File: config.mk
export PLATFORM = sky130hd
export DESIGN_NAME = adc_frame_scheduler
export DESIGN_NICKNAME = d
export VERILOG_FILES = /design/src/rtl/adc_frame_scheduler.sv
export SDC_FILE = /design/constraint.sdc
export NUM_CORES = 1
export LEC_CHECK = 0
export CAP_MARGIN = 30
export CORE_MARGIN = 1
export CORE_UTILIZATION = 56
export CTS_BUF_LIST = sky130_fd_sc_hd__clkbuf_8 sky130_fd_sc_hd__clkbuf_16
export DETAILED_ROUTE_END_ITERATION = 12
export PLACE_DENSITY = 0.88
export SLEW_MARGIN = 20
export SYNTH_ARGS = -nofsm -noshare
export SYNTH_HDL_FRONTEND = slang
export SYNTH_SLANG_ARGS = --single-unit
File: constraint.sdc
create_clock -name clk_50 -period 4.18 [get_ports clk_50]
set_input_delay 0.418 -clock clk_50 [delete_from_list [all_inputs] [get_ports clk_50]]
set_output_delay 0.418 -clock clk_50 [all_outputs]
set_load 0.005 [all_outputs]
File: src/rtl/adc_frame_scheduler.sv
// adc_frame_scheduler: once per sample period, requests one ADC conversion per
// channel in ascending order, streams each 12-bit result to the UART as a low
// byte and an upper byte (tagged with the channel ID), then sends a terminator.
// Optional build macro: ADC_FRAME_SCHED_TIMEOUT_EN adds a conversion-done
// timeout that substitutes 12'hFFF and raises the sticky adc_timeout flag.
module adc_frame_scheduler #(
  parameter int unsigned NUM_CH         = 3,
  parameter int unsigned PERIOD_CYCLES  = 50000,
  parameter logic [7:0]  TERM_BYTE      = 8'h0A,
  parameter int unsigned TIMEOUT_CYCLES = 1024
) (
  input  logic        clk_50,
  input  logic        reset,
  input  logic        enable,
  input  logic        overrun_clr,
  output logic        adc_start,
  output logic [2:0]  adc_ch,
  input  logic        adc_done,
  input  logic [11:0] adc_data,
  output logic [7:0]  tx_data,
  output logic        tx_valid,
  input  logic        tx_ready,
  output logic        frame_active,
  output logic        overrun,
  output logic        adc_timeout
);

  localparam int unsigned CNT_W  = (PERIOD_CYCLES > 1) ? $clog2(PERIOD_CYCLES) : 1;
  localparam int unsigned CH_W   = 3;
  localparam int unsigned DATA_W = 12;
  localparam int unsigned BYTE_W = 8;

  typedef enum logic [2:0] {
    S_IDLE,
    S_CONV_REQ,
    S_CONV_WAIT,
    S_SEND_LB,
    S_SEND_UB,
    S_NEXT_CH,
    S_SEND_TERM
  } state_e;

  state_e              state_q, state_d;
  logic [CNT_W-1:0]    per_cnt_q, per_cnt_d;
  logic [CH_W-1:0]     ch_q, ch_d;
  logic [DATA_W-1:0]   result_q, result_d;

  logic                adc_start_q, adc_start_d;
  logic [CH_W-1:0]     adc_ch_q, adc_ch_d;
  logic [BYTE_W-1:0]   tx_data_q, tx_data_d;
  logic                tx_valid_q, tx_valid_d;
  logic                frame_active_q, frame_active_d;
  logic                overrun_q, overrun_d;

  logic                tick_c;
  logic                xfer_c;
  logic                last_ch_c;
  logic                conv_done_c;
  logic                timeout_c;
  logic                conv_end_c;

  assign tick_c      = enable && (per_cnt_q == CNT_W'(PERIOD_CYCLES - 1));
  assign xfer_c      = tx_valid_q && tx_ready;
  assign last_ch_c   = (ch_q == CH_W'(NUM_CH - 1));
  assign conv_done_c = (state_q == S_CONV_WAIT) && adc_done;
  assign conv_end_c  = conv_done_c || timeout_c;

`ifdef ADC_FRAME_SCHED_TIMEOUT_EN
  localparam int unsigned TO_W = $clog2(TIMEOUT_CYCLES + 1);

  logic [TO_W-1:0] wait_cnt_q, wait_cnt_d;
  logic            timeout_flag_q, timeout_flag_d;

  // Wait counter restarts at 0 on every CONV_WAIT entry; done in the same cycle beats timeout
  always_comb begin
    wait_cnt_d     = '0;
    timeout_c      = 1'b0;
    timeout_flag_d = timeout_flag_q;
    if (state_q == S_CONV_WAIT) begin
      wait_cnt_d = TO_W'(wait_cnt_q + TO_W'(1));
      timeout_c  = !adc_done && (wait_cnt_q == TO_W'(TIMEOUT_CYCLES));
    end
    if (timeout_c) begin
      timeout_flag_d = 1'b1;
    end
  end

  // Timeout counter and sticky flag registers
  always_ff @(posedge clk_50) begin
    if (reset) begin
      wait_cnt_q     <= '0;
      timeout_flag_q <= 1'b0;
    end else begin
      wait_cnt_q     <= wait_cnt_d;
      timeout_flag_q <= timeout_flag_d;
    end
  end

  assign adc_timeout = timeout_flag_q;
`else
  assign timeout_c   = 1'b0;
  assign adc_timeout = 1'b0;
`endif

  // Period counter: free-runs while enabled, parked at 0 otherwise
  always_comb begin
    per_cnt_d = per_cnt_q;
    if (!enable || tick_c) begin
      per_cnt_d = '0;
    end else begin
      per_cnt_d = CNT_W'(per_cnt_q + CNT_W'(1));
    end
  end

  // FSM state register
  always_ff @(posedge clk_50) begin
    if (reset) begin
      state_q <= S_IDLE;
    end else begin
      state_q <= state_d;
    end
  end

  // FSM next-state: byte states advance only on an accepted transfer
  always_comb begin
    state_d = state_q;
    case (state_q)
      S_IDLE:      if (tick_c)     state_d = S_CONV_REQ;
      S_CONV_REQ:                  state_d = S_CONV_WAIT;
      S_CONV_WAIT: if (conv_end_c) state_d = S_SEND_LB;
      S_SEND_LB:   if (xfer_c)     state_d = S_SEND_UB;
      S_SEND_UB:   if (xfer_c)     state_d = S_NEXT_CH;
      S_NEXT_CH:   state_d = last_ch_c ? S_SEND_TERM : S_CONV_REQ;
      S_SEND_TERM: if (xfer_c)     state_d = S_IDLE;
      default:                     state_d = S_IDLE;
    endcase
  end

  // Channel index and captured conversion result
  always_comb begin
    ch_d     = ch_q;
    result_d = result_q;
    if ((state_q == S_IDLE) && tick_c) begin
      ch_d = '0;
    end else if ((state_q == S_NEXT_CH) && !last_ch_c) begin
      ch_d = CH_W'(ch_q + CH_W'(1));
    end
    if (conv_done_c) begin
      result_d = adc_data;
    end else if (timeout_c) begin
      result_d = {DATA_W{1'b1}};
    end
  end

  // Output decode from the upcoming state so every output is registered yet cycle-aligned
  always_comb begin
    adc_start_d    = (state_d == S_CONV_REQ);
    adc_ch_d       = ch_d;
    frame_active_d = (state_d != S_IDLE);
    tx_valid_d     = 1'b0;
    tx_data_d      = '0;
    case (state_d)
      S_SEND_LB: begin
        tx_valid_d = 1'b1;
        tx_data_d  = result_d[7:0];
      end
      S_SEND_UB: begin
        tx_valid_d = 1'b1;
        tx_data_d  = {1'b0, ch_d, result_d[11:8]};
      end
      S_SEND_TERM: begin
        tx_valid_d = 1'b1;
        tx_data_d  = TERM_BYTE;
      end
      default: begin
        tx_valid_d = 1'b0;
        tx_data_d  = '0;
      end
    endcase
    // A tick during an active frame is dropped but flagged; set beats clear
    overrun_d = overrun_q;
    if (tick_c && (state_q != S_IDLE)) begin
      overrun_d = 1'b1;
    end else if (overrun_clr) begin
      overrun_d = 1'b0;
    end
  end

  // Datapath and output registers
  always_ff @(posedge clk_50) begin
    if (reset) begin
      per_cnt_q      <= '0;
      ch_q           <= '0;
      result_q       <= '0;
      adc_start_q    <= 1'b0;
      adc_ch_q       <= '0;
      tx_data_q      <= '0;
      tx_valid_q     <= 1'b0;
      frame_active_q <= 1'b0;
      overrun_q      <= 1'b0;
    end else begin
      per_cnt_q      <= per_cnt_d;
      ch_q           <= ch_d;
      result_q       <= result_d;
      adc_start_q    <= adc_start_d;
      adc_ch_q       <= adc_ch_d;
      tx_data_q      <= tx_data_d;
      tx_valid_q     <= tx_valid_d;
      frame_active_q <= frame_active_d;
      overrun_q      <= overrun_d;
    end
  end

  assign adc_start    = adc_start_q;
  assign adc_ch       = adc_ch_q;
  assign tx_data      = tx_data_q;
  assign tx_valid     = tx_valid_q;
  assign frame_active = frame_active_q;
  assign overrun      = overrun_q;

endmodule
==> results of run 1 <==
==> state kept, by name, summed over array words and instances, names as in the netlist <==
register / cells
tx_data: 8
adc_start: 1
result_q: 12
overrun: 1
adc_ch: 3
per_cnt_q: 16
frame_active: 1
state_q: 3
tx_valid: 1
==> worst register-to-register path, stage by stage, from the launching register on <==
cell	delay (ns)
dfxtp_1	0.49
and4bb_1	0.80
mux2i_1	0.34
o22a_1	0.17
a21oi_1	0.06
==> metal layers <==
layer  vias to the layer above  track usage [%]  wire [um]
met5                         -                0          0
met4                         0             6.67         27
met3                         2             3.73        133
met2                        38             34.6       1810
met1                       771             29.1       1870
li1                        822                -          -
==> where the power goes <==
group          switching (W)  total [W]  internal, W
Combinational      0.0000111  0.0000283    0.0000172
Sequential        0.00000128   0.000440     0.000439
Clock               0.000133   0.000264     0.000131
Total               0.000146   0.000733     0.000587
==> per-stage QoR <==
stage | cell area, um2 | utilization [%]
6_report | 2430 | 71.6
5_1_grt | 2430 | 71.6
4_1_cts | 2410 | 71.2
3_5_place_dp | 2320 | 68.5
3_3_place_gp | 2320 | 68.5
2_1_floorplan | 2000 | -
==> worst max-delay path by stage <==
stage,start,to,slack (ns),depth (start not counted)
finish,adc_done,tx_data[3]$_SDFF_PP0_,2.15,5
global route,adc_done,tx_data[1]$_SDFF_PP0_,2.07,5
CTS,adc_done,tx_data[3]$_SDFF_PP0_,2.12,5
detailed placement,adc_done,tx_data[3]$_SDFF_PP0_,1.85,5
global placement,adc_done,tx_data[1]$_SDFF_PP0_,1.90,5
floorplan,per_cnt_q[11]$_SDFF_PP0_,per_cnt_q[10]$_SDFF_PP0_,2.37,5
==> synthesized netlist by cell type (4+ instances only) <==
cell / n / area (um2)
nor2_1: 35 / 131
nor4_1: 4 / 25.0
nor2b_1: 4 / 25.0
xnor2_1: 9 / 78.8
mux2i_1: 14 / 140
nand3_1: 11 / 55.1
o21ai_0: 4 / 20.0
a21oi_1: 11 / 55.1
o22a_1: 4 / 35.0
dfxtp_1: 46 / 921
clkbuf_1: 8 / 30.0
xor2_1: 4 / 35.0
inv_1: 4 / 15.0
nand2_1: 7 / 26.3
nor3_1: 6 / 30.0
==> logic make-up after synthesis <==
kind of cell	count (synthesis)	synth area share, %
other	1	0.187
muxes	14	7.00
and+or+nand+nor	91	24.5
AOI/OAI and AO/OA	33	11.1
DFF	46	46.0
adders and majority gates	3	1.87
buffers and inverters	15	3.62
xor gates and xnor gates	13	5.68
==> layout make-up <==
cell class              count  area [um2]
repair buffers             33         332
flip-flops and latches     46         921
clock buffers               6        82.6
clock inverters             2        8.76
well taps                  46        57.6
inverters                   4        15.0
multi-input cells         155        1010
fillers                   262         963
==> metrics, run 1 <==
most frequent cells in the layout=dfxtp_1 (46), nor2_1 (35), clkdlybuf4s50_1 (32); total CTS buffers=5; IO Count=34; Starting DRT DRC Count=74; clk sinks=46; hold_buf cts=0; commonest non-fill, non-tap cell in the layout=dfxtp_1; Cells after DPL=about 280; CP required=4.33 ns; Leak=roughly 0.84 nW; fin crit share=48.5%; Post-Synthesis Cells=216; max-cap violation count=0; clk_lat worst skew=between 0.2 and 0.3 ns; RSZ-0062 raised after global routing=false; worst hold slack=0.471 ns; Clock transition at path regs=roughly 0.080 ns; CTS resizes=0; fmax=493 MHz; Netlist cell types=43; critical path arrival=2.18 ns; die extent in y=61.8 um; worst min path class=flip-flop to flip-flop; Tmin final=2.03 ns; Setup Skew=just under 0.009 ns; H-tree lvl count=2; synth warn=0; drc violations=0; reg2reg end=tx_data[3]$_SDFF_PP0_; syn_nets=237; Worst R2R Path Depth=4; vias in the first global route=1354; Via-to-Cell Ratio=approximately 5.6; Non-Filler Instances=a little under 300; DR WL/cell=13.2 um; Worst R2R Setup Slack=approximately 2.2 ns; Slowest-stage cell, CP=and4bb_1; Final Worst Setup Slack=between 2 and 2.5 ns; routed vias=roughly 1600; post-route antenna net violation count=0; First-pass DRT Iterations=4; layout net count=around 270; Starting Density=59.1%; row cnt=21; first-pass GRT wire length=5980 um; Core ar.=3390 um2; critical path's largest stage delay=0.67 ns; flip-flop and latch count after synthesis=46; Hold Path Origin=overrun$_SDFFE_PP0P_; worst-path fanout max=12; pin count of the biggest net entering global routing=31; area growth from synthesis to layout=21.1%; Final Max Tran Viols=0; Port Buffers=32; GP Congestion=about 0.8; CP Capture Type=flip-flop; Main synth FF type=dfxtp_1; Avg Inst Size Synth=9.27 um2; initial antenna violation count=0; hold depth=2; share of layout cells above drive strength 1=4.07%; cells along the critical path=clkdlybuf4s50_1 > and4bb_1 > mux2i_1 > o22a_1 > a21oi_1; pwr dens=about 300 nW/um2; synthesized area=2000 um2; Slew @ Worst Pin=approximately 0.7 ns; post-synthesis sequential area ratio=46.0%; Critical R2R Launch=state_q[0]$_SDFF_PP0_; number of setup buffers added after CTS=0; routed wire length=3840 um; Final Power=roughly 0.00073 W; ys async rst share=0%; ant diodes=0; total global-route track usage=21.3%; CTS root buffer=clkbuf_8; Crit Path Class=primary input to flip-flop; critical path's top delay family=simple AND/OR/NAND/NOR gates; Post-DP HPWL=2710 um; final hold vios=0; WHS Endpoint=overrun$_SDFFE_PP0P_; die area=3820 um2; Final setup violation count=0; setup_tns=0 ns; Buf+Inv Stages, Crit Path=1; Place WS=~1.9 ns; CTS tree=done; crit start category=primary input; relative slew slack=53.9%; status=complete, no violations; Overflow after GRT=0; Post-synth EDFFs=0; Die Width=61.8 um; clk buf depth=2; Peak VDD IR=0.226 mV
(Power assumes the default switching activity.)
==> run 2: changes to the inputs <==
- CORE_UTILIZATION: 56 -> 47
- PLACE_DENSITY: 0.88 -> 0.79
- clock period: 4.18 -> 1.8 ns (I/O delays scaled with it)
==> run 2 against run 1 <==
Clock-buffer cell count down 1; non-clock buffer count increased by 17; register-to-register slack worse by 2.2 ns; utilization fell by 6.5 points; clock power grew to 2.9 times the previous value; hold slack better by 0.014 ns; largest cell class unchanged; cell count is 7.5% higher; global-route usage down 0.10 points; die area up 19%; via count is 4.1% higher.
==> metrics, run 2 (synthesized netlist as in run 1, its figures left out) <==
status=complete, no violations; worst-path fanout max=8; DR WL/cell=13.6 um; share of layout cells above drive strength 1=13.6%; Clock Power Share=41.4%; setup_tns=0 ns; row cnt=23; CTS root buffer=clkbuf_8; Crit Path Class=flip-flop to flip-flop; Port Buffers=32; Post-DP HPWL=3010 um; routed wire length=4260 um; final hold vios=0; net switching power=0.000397 W; pin count of the biggest net entering global routing=32; Tmin final=1.79 ns; clk_lat worst skew=approximately 0.30 ns; Final Max Tran Viols=0; worst min path class=flip-flop to flip-flop; die extent in y=67.3 um; Overflow after GRT=0; CP required=1.98 ns; vias in the first global route=1574; Clock transition at path regs=0.09 ns; critical path arrival=approximately 2 ns; Biggest register=per_cnt_q; Setup Skew=0.00849 ns; ant diodes=0; routed vias=1700; die area=4530 um2; Comb pwr share=4.2%; area growth from synthesis to layout=31.9%; First-pass DRT Iterations=4; Peak VDD IR=~0.41 mV; Via-to-Cell Ratio=5.41; RSZ-0062 raised after global routing=true; Leak=0.943 nW; IO Count=34; H-tree lvl count=2; most frequent cells in the layout=dfxtp_1 (45), clkdlybuf4s50_1 (32), nor2_1 (31); total global-route track usage=between 20% and 30%; Sw Share=a little over a fifth; Starting Density=about half; pwr dens=711 nW/um2; Final setup violation count=0; worst hold slack=0.484 ns; CTS tree=done; max reg flops=16; fmax=558 MHz; fin crit share=about 100%; post-route antenna net violation count=0; launch point of the worst path=per_cnt_q[12]$_SDFF_PP0_; Hold Path Origin=overrun$_SDFFE_PP0P_; clk buf depth=2; total CTS buffers=5; sequential share of power=54.3%; Int Power=0.00148 W; first-pass GRT wire length=7110 um; Starting DRT DRC Count=102; crit start category=flip-flop; GP Congestion=0.802; Core ar.=4060 um2; Die Width=67.3 um; drc violations=0; CP Capture Type=flip-flop; initial antenna violation count=0; Critical R2R Launch=per_cnt_q[12]$_SDFF_PP0_; clk sinks=46; commonest non-fill, non-tap cell in the layout=dfxtp_1; max-cap violation count=0; layout net count=284
run 2: cell count changes in the layout (fill, tap and decap cells not counted), sizes merged:
cell / previous run / this run
nand3b: 1 / 2
clkbuf: 6 / 5
bufinv: 0 / 1
clkinvlp: 0 / 2
buf: 1 / 18
clkinv: 1 / 0
inv: 5 / 4
run 2: critical path: stages, from the launching register on:
cell,delay [ns]
dfxtp_1,0.32
or4b_4,0.53
or4_4,0.59
nand3b_4,0.18
a21oi_2,0.05
run 2: power groups by stage:
stage | clock [W] | sequential (W) | combinational, W
detailed placement | 0 | 0.00104 | 0.0000742
floorplan | 0 | 0.00104 | 0.0000237
CTS | 0.000793 | 0.00102 | 0.0000783
finish | 0.000778 | 0.00102 | 0.0000796
global placement | 0 | 0.00104 | 0.0000734
global route | 0.000836 | 0.00102 | 0.0000858
run 2: area by class of cell:
class / count / area (um2)
tap: 50 / 62.6
multi-input combinational: 156 / 1050
sequential: 46 / 922
clock buffer: 5 / 68.8
clock inverter: 3 / 45.0
inverter: 4 / 15.0
fill: 338 / 1420
timing repair buffer: 50 / 480
run 2: repair_timing:
item                       CTS  global route
setup endpoints to repair   11            22
buffers inserted             0             0
resized for setup            1             7
pin swaps                    0             7
cloned                       1             0
hold buffers                 0             0
run 2: metrics by stage:
step / std cells / setup WS (ns) / utilization (%) / power [W] / instance area (um2)
floorplan: 216 / 0.00711 / - / 0.00107 / 2000
global placement: 305 / 0.0342 / 61.3 / 0.00112 / 2490
detailed placement: 305 / 0.00400 / 61.3 / 0.00112 / 2490
CTS: 314 / 0.00874 / 64.6 / 0.00189 / 2620
global route: 314 / -0.0407 / 65.1 / 0.00194 / 2640
finish: 314 / 0.00775 / 65.1 / 0.00188 / 2640
run 2: path summary, 6_finish.rpt:
check | endpoint | slack, ns | cells after the start
worst min-delay path | overrun$_SDFFE_PP0P_ | 0.48 | 2
worst max-delay path | per_cnt_q[15]$_SDFF_PP0_ | 0.008 | 4
worst min register to register | overrun$_SDFFE_PP0P_ | 0.48 | 2
worst max register to register | per_cnt_q[15]$_SDFF_PP0_ | 0.008 | 4
run 2: per-layer routing:
layer	routed length (um)	track usage, %	share of wire [%]	up-vias
li1	-	-	-	862
met1	2010	28.0	47	786
met2	1980	33.1	47	43
met3	165	4.39	3.9	9
met4	97	9.57	2.3	0
met5	0	0	0	-
==> run 3: changes to the inputs <==
- ABC_AREA: unset -> 1
- CTS_CLUSTER_SIZE: unset -> 30
==> run 3 against run 2 <==
Area after synthesis rose by 2.2%; cell count rose by 16%; register-to-register slack improved by 0.15 ns; wire length fell by 1.5%; synthesized cell count rose by 26%; worst setup slack improved by 0.15 ns; highest routed layer unchanged.
==> metrics, run 3 <==
die area=4630 um2; Core ar.=about 4100 um2; routed vias=1821; Starting DRT DRC Count=slightly below 100; synthesized area=2050 um2; Clock transition at path regs=0.09 ns; Setup Skew=0.00981 ns; clk sinks=46; Post-DP HPWL=slightly below 3000 um; CP Capture Type=flip-flop; most frequent cells in the layout=nand2_1 (51), nor2_1 (51), dfxtp_1 (46); Final Power=0.00185 W; share of layout cells above drive strength 1=13.7%; CTS root buffer=clkbuf_8; DR WL/cell=11.6 um; IO Count=34; post-route antenna net violation count=0; ys async rst share=0%; Critical R2R Launch=adc_ch[0]$_SDFF_PP0_; Leak=between 1 and 1.5 nW; Tmin final=1.64 ns; drc violations=0; Netlist cell types=33; clk buf depth=2; Slowest-stage cell, CP=dfxtp_1; synth warn=0; H-tree lvl count=2; RSZ-0062 raised after global routing=true; syn_nets=slightly below 300; Crit Path Class=flip-flop to flip-flop; Via-to-Cell Ratio=5.02; critical path arrival=1.87 ns; most instantiated library cell after synthesis=nor2_1; Post-synth EDFFs=0; initial antenna violation count=0; total global-route track usage=~20%; Avg Inst Size Synth=about 7.5 um2; routed wire length=between 4000 and 5000 um; first-pass GRT wire length=~7000 um; Buf+Inv Stages, Crit Path=3; Synth area leader=dfxtp_1; worst-path fanout max=6; Die Width=68.0 um; CTS tree=done; Overflow after GRT=0; ranking of synthesized cells by area=dfxtp_1 (45%), nor2_1 (9.9%), nand2_1 (9.5%), inv_1 (4.4%), a21oi_1 (4.2%); Port Buffers=32; vias in the first global route=1668; worst min path class=flip-flop to flip-flop; CP required=2.03 ns; clk_lat worst skew=0.30 ns; First-pass DRT Iterations=4; max reg flops=16; Post-Synthesis Cells=273; pwr dens=a little over 700 nW/um2; Hold Path Origin=per_cnt_q[0]$_SDFF_PP0_; post-synthesis sequential area ratio=45.0%; Final Worst Setup Slack=around 0.16 ns; Fillers=363; critical path's largest stage delay=0.34 ns; crit start category=flip-flop; cell mode on critical path=nor2_1; Main synth FF type=dfxtp_1; GP Congestion=0.827; flip-flop and latch count after synthesis=46; Peak VDD IR=0.735 mV; final hold vios=0; cell depth of the worst setup path=12; Starting Density=50.1%; Biggest register=per_cnt_q; total CTS buffers=5; critical path's top delay family=simple AND/OR/NAND/NOR gates; post-synth top area share=between 40% and 50%; Final Max Tran Viols=0; launch point of the worst path=adc_ch[0]$_SDFF_PP0_; area growth from synthesis to layout=27.0%; ant diodes=0; layout net count=333; Final setup violation count=0; status=complete, no violations; Place WS=0.105 ns; max-cap violation count=0; cells along the critical path=inv_1 > ha_1 > inv_1 > nor2_1 > nand3_2 > nand2_2 > inv_2 > nand2_2 > nand4_2 > nor2_1 > nor2_1 > nor2_1; fmax=610 MHz; hold depth=1; top post-synthesis cells by count=nor2_1 (54), nand2_1 (52), dfxtp_1 (46); fin crit share=91.0%; pin count of the biggest net entering global routing=25; row cnt=23; die extent in y=between 60 and 70 um; Worst R2R Path Depth=12
-- run 3: cell types whose count changed in the layout (fill, tap and decap cells not counted), sizes merged, moves of 4 or more --
| cell | previous run | this run |
|---|---|---|
| nand2 | 7 | 56 |
| inv | 4 | 28 |
| nor2 | 35 | 59 |
| buf | 18 | 7 |
| xnor2 | 9 | 1 |
| mux2i | 14 | 7 |
| a21oi | 11 | 17 |
| nand3 | 11 | 17 |
| nand4 | 3 | 7 |
| nor2b | 4 | 0 |
| o22a | 4 | 0 |
-- run 3: final cells by class --
type                       count  area [um2]  area share (%)
inverter                      29         109            4.18
tap                           50        62.6            2.41
timing repair buffer          39         385            14.8
clock inverter                 3        45.0            1.73
sequential                    46         921            35.4
clock buffer                   5        68.8            2.65
multi-input combinational    191        1010            38.8
-- run 3: routing by layer --
metal	track usage, %	part of all wire (%)
met1	26.1	48
met2	31.7	45
met3	5.00	4.2
met4	9.90	2.7
met5	0	0
-- run 3: kinds of logic after synthesis --
group,count (synthesis),synth area share (%)
AO/OA/AOI/OAI,24,6.35
XOR/XNOR,2,0.855
adder cells (fa/ha/maj),3,1.83
buffers and inverters,36,7.21
flip-flops,46,45.0
multiplexers,7,3.42
other,1,0.183
AND/OR/NAND/NOR,154,35.2
-- run 3: report_power, final --
part / switching (W) / leakage (nW) / internal (W) / total [W]
sequential: 0.00000137 / 0.371 / 0.00102 / 0.00102
clock: 0.000350 / 0.0504 / 0.000413 / 0.000763
combinational: 0.0000266 / 0.642 / 0.0000413 / 0.0000680
total: 0.000378 / 1.06 / 0.00147 / 0.00185
-- run 3: final timing paths --
path	slack, ns	to
setup / recovery	0.16	tx_data[4]$_SDFF_PP0_
hold / removal	0.45	per_cnt_q[0]$_SDFF_PP0_
setup reg to reg	0.16	tx_data[4]$_SDFF_PP0_
hold reg to reg	0.45	per_cnt_q[0]$_SDFF_PP0_
-- run 3: repair_timing --
item / in CTS / in global routing
hold buffers: 0 / 0
setup buffers: 0 / 0
setup endpoints to repair: 0 / 12
resized for setup: 0 / 8
-- run 3: stage by stage --
stage	area (um2)	TNS (ns)	utilization [%]	std cells	hold slack (ns)
after floorplan	2050	0	-	273	0.343
after CTS	2570	0	62.9	363	0.451
after global placement	2460	0	60.1	355	0.435
after detailed placement	2460	0	60.1	355	0.439
final	2600	0	63.7	363	0.446
after global routing	2600	-0.0209	63.7	363	0.457
